[src/rtl/jtag_cmd_sequencer.sv]
// Byte-stream command sequencer: decodes Ping/Write/Read host commands, issues
// single-word SDRAM requests and returns one- or two-byte responses to the host.
module jtag_cmd_sequencer #(
    parameter int TIMEOUT_CYCLES = 50_000_000
) (
    input  logic        clk,
    input  logic        reset,
    input  logic [7:0]  rx_byte,
    input  logic        rx_valid,
    output logic        rx_ready,
    output logic [7:0]  tx_byte,
    output logic        tx_valid,
    input  logic        tx_ready,
    output logic        start_write,
    output logic        start_read,
    output logic [24:0] address,
    output logic [15:0] write_data,
    input  logic [15:0] read_data,
    input  logic        operation_done,
    input  logic        busy,
    output logic        handshake_done,
    output logic [7:0]  last_cmd,
    output logic [7:0]  err_count,
    output logic [3:0]  state_dbg
);
    localparam logic [7:0] OP_PING  = 8'h50;
    localparam logic [7:0] OP_WRITE = 8'h57;
    localparam logic [7:0] OP_READ  = 8'h52;
    localparam logic [7:0] RESP_ACK = 8'h41;
    localparam logic [7:0] RESP_OK  = 8'h4B;
    localparam logic [7:0] RESP_ERR = 8'h3F;
    localparam int CW = $clog2(TIMEOUT_CYCLES + 1);
    localparam logic [CW-1:0] TIMEOUT_LAST = CW'(TIMEOUT_CYCLES - 1);

    typedef enum logic [3:0] {
        IDLE      = 4'd0,
        GET_ADDR  = 4'd1,
        GET_DATA  = 4'd2,
        ISSUE_WR  = 4'd3,
        WAIT_WR   = 4'd4,
        ISSUE_RD  = 4'd5,
        WAIT_RD   = 4'd6,
        LOAD_RESP = 4'd7,
        ERR_RESP  = 4'd8,
        SEND      = 4'd9
    } state_t;

    state_t state, state_next;

    logic [31:0]   addr_shift;
    logic [15:0]   data_shift;
    logic [1:0]    byte_cnt;
    logic [CW-1:0] idle_cnt;
    logic [7:0]    resp_hi;
    logic [7:0]    resp_lo;
    logic          resp_two;
    logic          resp_idx;
    logic          rx_fire;
    logic          tx_fire;
    logic          collecting;
    logic          timed_out;
    logic          last_addr_byte;
    logic          last_data_byte;
    logic          unknown_op;
    logic          err_inc;

    // rx_ready is held low while reset is asserted so the port shows its reset value
    assign collecting     = (state == GET_ADDR) || (state == GET_DATA);
    assign rx_ready       = !reset && ((state == IDLE) || collecting);
    assign rx_fire        = rx_valid && rx_ready;
    assign tx_valid       = (state == SEND);
    assign tx_fire        = tx_valid && tx_ready;
    assign tx_byte        = resp_idx ? resp_lo : resp_hi;
    assign start_write    = (state == ISSUE_WR) && !busy;
    assign start_read     = (state == ISSUE_RD) && !busy;
    assign address        = addr_shift[24:0];
    assign write_data     = data_shift;
    assign state_dbg      = state;
    assign timed_out      = collecting && !rx_fire && (idle_cnt == TIMEOUT_LAST);
    assign last_addr_byte = (state == GET_ADDR) && rx_fire && (byte_cnt == 2'd3);
    assign last_data_byte = (state == GET_DATA) && rx_fire && (byte_cnt == 2'd1);
    assign unknown_op     = (state == IDLE) && rx_fire && (rx_byte != OP_PING) &&
                            (rx_byte != OP_WRITE) && (rx_byte != OP_READ);
    assign err_inc        = unknown_op || timed_out;

    always_ff @(posedge clk or posedge reset) begin
        if (reset) state <= IDLE;
        else       state <= state_next;
    end

    always_comb begin
        state_next = state;
        case (state)
            IDLE: begin
                if (rx_fire) begin
                    if (rx_byte == OP_PING)
                        state_next = LOAD_RESP;
                    else if ((rx_byte == OP_WRITE) || (rx_byte == OP_READ))
                        state_next = GET_ADDR;
                    else
                        state_next = ERR_RESP;
                end
            end
            GET_ADDR: begin
                if (timed_out)
                    state_next = IDLE;
                else if (last_addr_byte)
                    state_next = (last_cmd == OP_WRITE) ? GET_DATA : ISSUE_RD;
            end
            GET_DATA: begin
                if (timed_out)           state_next = IDLE;
                else if (last_data_byte) state_next = ISSUE_WR;
            end
            ISSUE_WR:  if (!busy) state_next = WAIT_WR;
            WAIT_WR:   if (operation_done) state_next = SEND;
            ISSUE_RD:  if (!busy) state_next = WAIT_RD;
            WAIT_RD:   if (operation_done) state_next = SEND;
            LOAD_RESP: state_next = SEND;
            ERR_RESP:  state_next = SEND;
            SEND: begin
                if (tx_fire && !(resp_two && !resp_idx))
                    state_next = IDLE;
            end
            default:   state_next = IDLE;
        endcase
    end

    // Payload assembly, inter-byte timeout and status registers
    always_ff @(posedge clk or posedge reset) begin
        if (reset) begin
            addr_shift     <= '0;
            data_shift     <= '0;
            byte_cnt       <= '0;
            idle_cnt       <= '0;
            last_cmd       <= '0;
            err_count      <= '0;
            handshake_done <= 1'b0;
        end else begin
            if ((state == IDLE) && rx_fire) begin
                last_cmd <= rx_byte;
                byte_cnt <= '0;
                if (rx_byte == OP_PING)
                    handshake_done <= 1'b1;
            end
            if (collecting) begin
                if (rx_fire) begin
                    idle_cnt <= '0;
                    byte_cnt <= byte_cnt + 2'd1;
                    if (state == GET_ADDR) addr_shift <= {addr_shift[23:0], rx_byte};
                    else                   data_shift <= {data_shift[7:0], rx_byte};
                end else if (timed_out) begin
                    idle_cnt <= '0;
                end else begin
                    idle_cnt <= idle_cnt + 1'b1;
                end
            end else begin
                idle_cnt <= '0;
            end
            if (err_inc && (err_count != 8'hFF))
                err_count <= err_count + 8'd1;
        end
    end

    // Response buffer; single-byte responses live in resp_hi
    always_ff @(posedge clk or posedge reset) begin
        if (reset) begin
            resp_hi  <= '0;
            resp_lo  <= '0;
            resp_two <= 1'b0;
            resp_idx <= 1'b0;
        end else begin
            case (state)
                LOAD_RESP: begin resp_hi <= RESP_ACK; resp_two <= 1'b0; resp_idx <= 1'b0; end
                ERR_RESP:  begin resp_hi <= RESP_ERR; resp_two <= 1'b0; resp_idx <= 1'b0; end
                WAIT_WR: begin
                    if (operation_done) begin
                        resp_hi  <= RESP_OK;
                        resp_two <= 1'b0;
                        resp_idx <= 1'b0;
                    end
                end
                WAIT_RD: begin
                    if (operation_done) begin
                        resp_hi  <= read_data[15:8];
                        resp_lo  <= read_data[7:0];
                        resp_two <= 1'b1;
                        resp_idx <= 1'b0;
                    end
                end
                SEND: begin
                    if (tx_fire)
                        resp_idx <= resp_two && !resp_idx;
                end
                default: ;
            endcase
        end
    end
endmodule

[config.mk]
export PLATFORM = sky130hd
export DESIGN_NAME = jtag_cmd_sequencer
export DESIGN_NICKNAME = d
export VERILOG_FILES = /design/src/rtl/jtag_cmd_sequencer.sv
export SDC_FILE = /design/constraint.sdc
export NUM_CORES = 1
export LEC_CHECK = 0
export CAP_MARGIN = 40
export CORE_AREA = 4 4 96 165
export CTS_CLUSTER_SIZE = 30
export DETAILED_ROUTE_END_ITERATION = 8
export DIE_AREA = 0 0 100 169
export PLACE_DENSITY = 0.66
export SYNTH_ARGS = -nofsm -noshare
export SYNTH_HDL_FRONTEND = slang
export SYNTH_SLANG_ARGS = --single-unit
[constraint.sdc]
create_clock -name clk -period 12.6 [get_ports clk]
set_clock_uncertainty 0.1 [all_clocks]
set_input_delay 3.78 -clock clk [delete_from_list [all_inputs] [get_ports clk]]
set_output_delay 3.78 -clock clk [all_outputs]
set_load 0.01 [all_outputs]
Word level (Yosys, flattened, before mapping)
Cells that the tools add are included.
{ "word_totals": {"ff_bits": 108, "in_bits": 30, "out_inout_bits": 74, "wordCells": 115} }
{ "classes": {"add_sub_neg": 3, "n_eq_ne": 30, "muxes": 28, "bitwise": 1, "reduce_logical": 41} }
{ "op_table": {"columns": ["op", "count"], "rows": [
  ["$mux 26", 3],
  ["$mux 4", 11],
  ["$eq 8x7->1 const B", 4],
  ["$pmux 4 s8", 1],
  ["$pmux 8 s4", 1],
  ["$add 26x1->26 const B", 1],
  ["$eq 26x26->1 const B", 1],
  ["$mux 8", 3],
  ["$ne 8x7->1 const B", 3],
  ["$logic_and 1x1->1", 18],
  ["$eq 4x3->1 const B", 4],
  ["$reduce_and 3->1", 5],
  ["$ne 2x2->1 const B", 5],
  ["$add 8x1->8 const B", 1],
  ["$eq 4x2->1 const B", 2],
  ["$eq 4x4->1 const B", 2],
  ["$ne 8x8->1 const B", 1],
  ["$reduce_and 7->1", 1],
  ["$mux 2", 3],
  ["$ne 2x1->1 const B", 3],
  ["$ne 3x3->1 const B", 2],
  ["$pmux 1 s3", 2],
  ["$reduce_bool 3->1", 2],
  ["$logic_not 1->1", 5],
  ["other kinds (12)", 19]
]} }

Depth between registers and ports, before layout
Gate-level depths: netlist of run 1.
{ "logic_depth": {"word_depth": 11, "depth_mapped": 8, "ltp_nobuf": 7} }

Least setup slack after synthesis of run 1
Ideal clock, no wire load.
{ "synth_timing": {"path_type": "input-to-output", "startpoint": "input port busy", "endpoint": "output port start_write", "t_arrival_ps": 4186, "slack_ps": 4534, "stages": 1, "cell_sequence": "nor4_1"} }
{ "synth_between": {"elab_chain_cells": 2} }
{ "synth_rtl": {"columns": ["item", "line", "source"], "rows": [
  ["start, declared", "20", "input logic busy,"],
  ["$logic_not 1->1", null, null],
  ["$logic_and 1x1->1", "74", "assign start_write = (state == ISSUE_WR) && !busy;"],
  ["end, declared", "14", "output logic start_write,"]
]} }
Every way passes these cells.

Worst setup path in the final report of run 1
{ "layout_timing": {"startpoint": "input port reset", "endpoint": "output port rx_ready"} }
{ "layout_between": {"elab_chain_cells": 2} }
{ "layout_rtl": {"columns": ["item", "line", "source"], "rows": [
  ["start, declared", "7", "input logic reset,"],
  ["$logic_not 1->1 (no line)", null, null],
  ["$logic_and 1x1->1", "69", "assign rx_ready = !reset && ((state == IDLE) || collecting);"],
  ["end, declared", "10", "output logic rx_ready,"]
]} }
Every way passes these cells.

==> results.yml, run 1 <==
run_status:
  run_status: "finished, final reports clean"
power:
  pwr_density_cell_nw_per_um2: 206
  power_frac_seq_pct: 41.2
  power.leakage_nw: 2.84
  ir_worst_vdd_mv: 0.118
  power.share.combinational_pct: 39.0
  power.net_switching_mw: 0.459
  clock_network_power_share_pct: 19.8
  internal-power_mw: 0.884
  power_switching_share_pct: 34.2
logic_synthesis:
  post-synth-top-area-cell: "dfrtp_1"
  synth.ff_latch_count: 108
  synth.top_cells.by_count: "dfrtp_1, mux2_2, nand2_1"
  yosysSeqAreaShare_pct: 54.1
  warnings_from_yosys: 0
  postSynthNetCount: 475
  synth.top_cells.by_area: "dfrtp_1, mux2_2, xor2_1"
  synthFlopType: "dfrtp_1"
  synthArstFlopShare_pct: 100
  synth_most_common_cell: "dfrtp_1"
  count_of_different_cell_masters_after_synthesis: 56
  yosys.area.top_type_share_pct: 54.1
  synth_edf_count: 0
  synthesis.instances: 441
  syn_avg_cell_area_um2: 11.3
  synthesis.area_um2: 4990
clock_tree:
  numCtsBuffers: 9
  clkSinkCount: 108
  holdBufCountCts: 0
  cts.clk_slew.worst_paths_ps: 70
  cts_resized: 0
  cts_tree: "yes"
  htree_levels: 3
  setup_bufs_post_cts: 0
  cts-root-buf: "clkbuf_16"
  clock_path_buffers: 2
  clk-insertion-delay-late_ps: 350
setup_path:
  launch_point_of_the_worst_path: "reset"
  startpoint_type: "primary input"
  cp_data_required_time_ps: 8720
  worst_endpoint_data_arrival_time_ps: 5190
  cp_max_fo: 5
  timing.setup.critical_path_class: "in2out"
  setup.worst_path.end_class: "output pin"
  reg2reg_from: "state_dbg[0]"
die:
  top_level_ports: 104
  fp.coreArea_um2: 14400
  floorplan.rows: 58
  die_height_um: 169
  die_area_um2: 16900
  initial_core_utilization_pct: 34.6
  die_width_um: 100
sta:
  relSlewSlack_pct: 44.4
  slew_violations: 0
  tightestPinTransition_ps: 826
  report.final.hold_viol_count: 0
  timing.final.crit_share_pct: 72.0
  min_period_ps: 9070
  rsz0062_at_grt: "false"
  setup_violating_endpoint_count_in_the_final_report: 0
  finalSetupTns_ps: 0
  clock.fmax_mhz: 110
placement:
  gp_congestion: 0.893
  detailed_place.area_um2: 6250
  dp_hpwl_um: 8950
  place.port_buffers: 103
hold_path:
  worstHoldStart: "resp_lo[5]"
  min_path_type: "reg2reg"
cells_and_area:
  design.final.nets: 577
  insertedDiodeCount: 0
  final_layout_size_suffix_gt1_share_pct: 15.9
  post-route-cell-area_um2: 6530
  syn2layout_area_growth_pct: 30.8
detailed_routing:
  wl_um: 12200
  antenna_violating_nets_remaining: 0
  initialDrtViolationCount: 203
  routedLengthMet1_um: 4780
  drt-vias-per-instance: 5.17
  met3RoutedLength_um: 768
  dr_total_vias: 3756
  routedWlPerCell_um: 16.8
  routed.top_layer: "met4"
  first_pass_iters: 5
  drcViolationCount: 0
  routed-wl-met2_um: 6500
job:
  drv.max_cap_violation_count: 0
grt:
  grt.overflow.total: 0
  initial_antenna_violation_count: 0
  grt_pass1_wl_um: 20500
  grtUsageTotal_pct: 15.1
  number_of_global_route_vias_before_repair: 4134
  grt_start_max_net_pins: 62
==> flip-flops by register name, summed over array words and instances, names as in the netlist, 2 cells and up <==
name and flops:
err_count 8, write_data 16, idle_cnt 26, addr_shift 25
last_cmd 8, resp_hi 8, byte_cnt 2, resp_lo 8
state_dbg 4
==> path summary, 6_finish.rpt <==
kind | slack [ps] | endpoint | cells after the start
max in group asynchronous | 7590 | idle_cnt[8] | 4
min reg2reg | 380 | resp_lo[5] | 2
max reg2reg | 9980 | err_count[6] | 6
max | 3530 | rx_ready | 3
min in group asynchronous | 3880 | resp_hi[2] | 2
min | 380 | resp_lo[5] | 2
==> critical path: stages <==
cell and delay (ps):
clkdlybuf4s50_1 550, nor3_1 290, clkdlybuf4s50_1 580
==> final cells by class <==
cell class	count	area, µm²
fillers	1365	7920
flip-flops and latches	108	2700
multi-input cells	309	2200
repair buffers	107	1100
clock buffers	9	225
well taps	180	225
clock inverters	6	46.3
inverters	8	32.5
==> routing by layer <==
| layer | global-route usage (%) | vias to the layer above |
|---|---|---|
| met1 | 17.6 | 1856 |
| met5 | 0 | - |
| met2 | 26.2 | 116 |
| met3 | 3.71 | 18 |
| met4 | 5.92 | 0 |
| li1 | - | 1766 |
==> cells by family (layout without fill, tap and decap cells) <==
| group | count (synthesis) | after routing | share of synthesized area (%) |
|---|---|---|---|
| AND/OR/NAND/NOR | 169 | 169 | 17.7 |
| multiplexers | 58 | 58 | 13.1 |
| flip-flops | 108 | 108 | 54.1 |
| XOR/XNOR | 28 | 28 | 4.91 |
| buffers and inverters | 24 | 130 | 1.88 |
| adder cells (fa/ha/maj) | 4 | 4 | 1.00 |
| AO/OA/AOI/OAI | 50 | 50 | 7.24 |
==> through the flow <==
step           instances  utilization [%]  power [mW]  hold WS, ps  worst slack, ps
6_report             727             45.2        1.34          379             3530
5_1_grt              727             45.2        1.43          398             3450
4_1_cts              727             45.2        1.36          382             3530
3_5_place_dp         712             43.3        1.09          366             3530
3_3_place_gp         709             42.9        1.07          353             3610
2_1_floorplan        441                -       0.811          340             4530
==> power groups by stage <==
stage | Combinational [mW] | Clock [mW] | Sequential [mW]
2_1_floorplan | 0.256 | 0 | 0.555
3_3_place_gp | 0.513 | 0 | 0.554
3_5_place_dp | 0.527 | 0 | 0.561
4_1_cts | 0.531 | 0.274 | 0.556
5_1_grt | 0.572 | 0.290 | 0.573
6_report | 0.523 | 0.266 | 0.553
==> layout by cell type (no fill, tap or decap), types with 5 or more instances in the layout <==
cell / count
mux2_2: 56
nand2_1: 48
clkdlybuf4s50_1: 103
xnor2_1: 5
nand3_1: 14
nor2_1: 43
a21oi_1: 12
nor2b_1: 5
dfrtp_1: 108
xor2_1: 23
nand4_1: 10
a221o_1: 5
o21ai_0: 7
and3_1: 7
nor3_1: 14
clkbuf_16: 9
inv_1: 7
Note: power is estimated with default switching activity, not from simulation.
==> inputs of run 2 (changes only) <==
==> constraint.sdc (replaced) <==
create_clock -name clk -period 9.38 [get_ports clk]
set_clock_uncertainty 0.1 [all_clocks]
set_input_delay 2.814 -clock clk [delete_from_list [all_inputs] [get_ports clk]]
set_output_delay 2.814 -clock clk [all_outputs]
set_load 0.01 [all_outputs]
==> results.yml, run 2 (synthesized netlist as in run 1, its figures left out) <==
run_status:
  run_status: "finished, final reports clean"
cells_and_area:
  insertedDiodeCount: 0
  final_common_cell: "dfrtp_1"
  final_layout_size_suffix_gt1_share_pct: 16.1
  commonest_non_fill_non_tap_cells_in_the_layout: "dfrtp_1, clkdlybuf4s50_1, mux2_2, nand2_1, nor2_1"
  largest-register: "idle_cnt"
  nFillCells: 1361
  largest_register_ff_count: 26
  final_util_pct: 45.6
  design.final.nets: 577
  syn2layout_area_growth_pct: 31.9
  post-route-cell-area_um2: 6590
sta:
  relSlewSlack_pct: 45.6
  clock.fmax_mhz: 140
  rsz0062_at_grt: "false"
  min_period_ps: 7130
  final.hold.worst_slack_ps: 382
  report.final.hold_viol_count: 0
  finalSetupTns_ps: 0
  timing.final.crit_share_pct: 76.0
  setup_violating_endpoint_count_in_the_final_report: 0
  slew_violations: 0
  tightestPinTransition_ps: 808
clock_tree:
  htree_levels: 3
  cts_resized: 0
  clk-insertion-delay-late_ps: 350
  numCtsBuffers: 9
  holdBufCountCts: 0
  cts.clk_slew.worst_paths_ps: 70
  clock_path_buffers: 2
  clkSinkCount: 108
  cts-root-buf: "clkbuf_16"
  setup_bufs_post_cts: 0
  cts_tree: "yes"
detailed_routing:
  first_pass_iters: 5
  wl_um: 12300
  routedWlPerCell_um: 16.9
  dr_total_vias: 3814
  initialDrtViolationCount: 132
  drt-vias-per-instance: 5.24
  antenna_violating_nets_remaining: 0
  drcViolationCount: 0
job:
  drv.max_cap_violation_count: 0
placement:
  place.port_buffers: 103
  gp_congestion: 0.887
  dp_hpwl_um: 9090
  detailed_place.area_um2: 6250
power:
  pwr_density_cell_nw_per_um2: 284
  ir_worst_vdd_mv: 0.156
  power.leakage_nw: 2.88
  post-layout-total-power_mw: 1.87
grt:
  grt.overflow.total: 0
  grt_pass1_wl_um: 20500
  initial_antenna_violation_count: 0
  grt_start_max_net_pins: 62
  number_of_global_route_vias_before_repair: 4094
  grtUsageTotal_pct: 15.1
setup_path:
  cp_max_fo: 5
  setup.worst_path.end_class: "output pin"
  startpoint_type: "primary input"
  worst_endpoint_data_arrival_time_ps: 4220
  cp_data_required_time_ps: 6470
  timing.setup.critical_path_class: "in2out"
hold_path:
  min_path_type: "reg2reg"
die:
  die_width_um: 100
  die_height_um: 169
  initial_core_utilization_pct: 34.6
  fp.coreArea_um2: 14400
  floorplan.rows: 58
  die_area_um2: 16900
  top_level_ports: 104
==> run 2: cell types whose count changed in the layout (fill, tap and decap cells not counted) <==
cell	before	now
bufinv_16	0	2
clkbuf_8	0	1
clkinvlp_4	2	0
==> run 2: layer usage <==
layer  vias up  global-route usage [%]  routed length, µm
met5         -                       0                  0
met1      1914                    17.2               4820
li1       1773                       -                  -
met3        13                    4.04                710
met2       114                    27.2               6620
met4         0                    4.22                147
==> run 2: where the power goes <==
group,switching [mW],internal [mW]
Combinational,0.303,0.399
Clock,0.175,0.244
Sequential,0.140,0.608
Total,0.619,1.25
==> run 2: final cells by class <==
| class | instances | area (µm²) | area share, % |
|---|---|---|---|
| multi-input cells | 309 | 2200 | 33.4 |
| clock inverters | 6 | 91.3 | 1.39 |
| inverters | 8 | 32.5 | 0.494 |
| clock buffers | 10 | 239 | 3.63 |
| well taps | 180 | 225 | 3.42 |
| repair buffers | 107 | 1100 | 16.6 |
| flip-flops and latches | 108 | 2700 | 41.0 |
==> run 2: worst max-delay path, stage by stage <==
cell and delay (ps):
clkdlybuf4s50_1 550, nor3_1 280, clkdlybuf4s50_1 570
==> run 2: worst paths after layout <==
path,slack [ps],start,depth (start not counted),to
min in group asynchronous,2920,reset,2,resp_hi[2]
max in group asynchronous,5350,reset,4,addr_shift[11]
max,2250,reset,3,rx_ready
min reg2reg,380,resp_lo[0],2,resp_lo[0]
min,380,resp_lo[0],2,resp_lo[0]
max reg2reg,6730,state_dbg[0],6,err_count[6]
==> run 2: stage by stage <==
step | instances | setup WS (ps)
global placement | 709 | 2330
floorplan | 441 | 3250
CTS | 728 | 2250
finish | 728 | 2250
global route | 728 | 2210
detailed placement | 712 | 2260
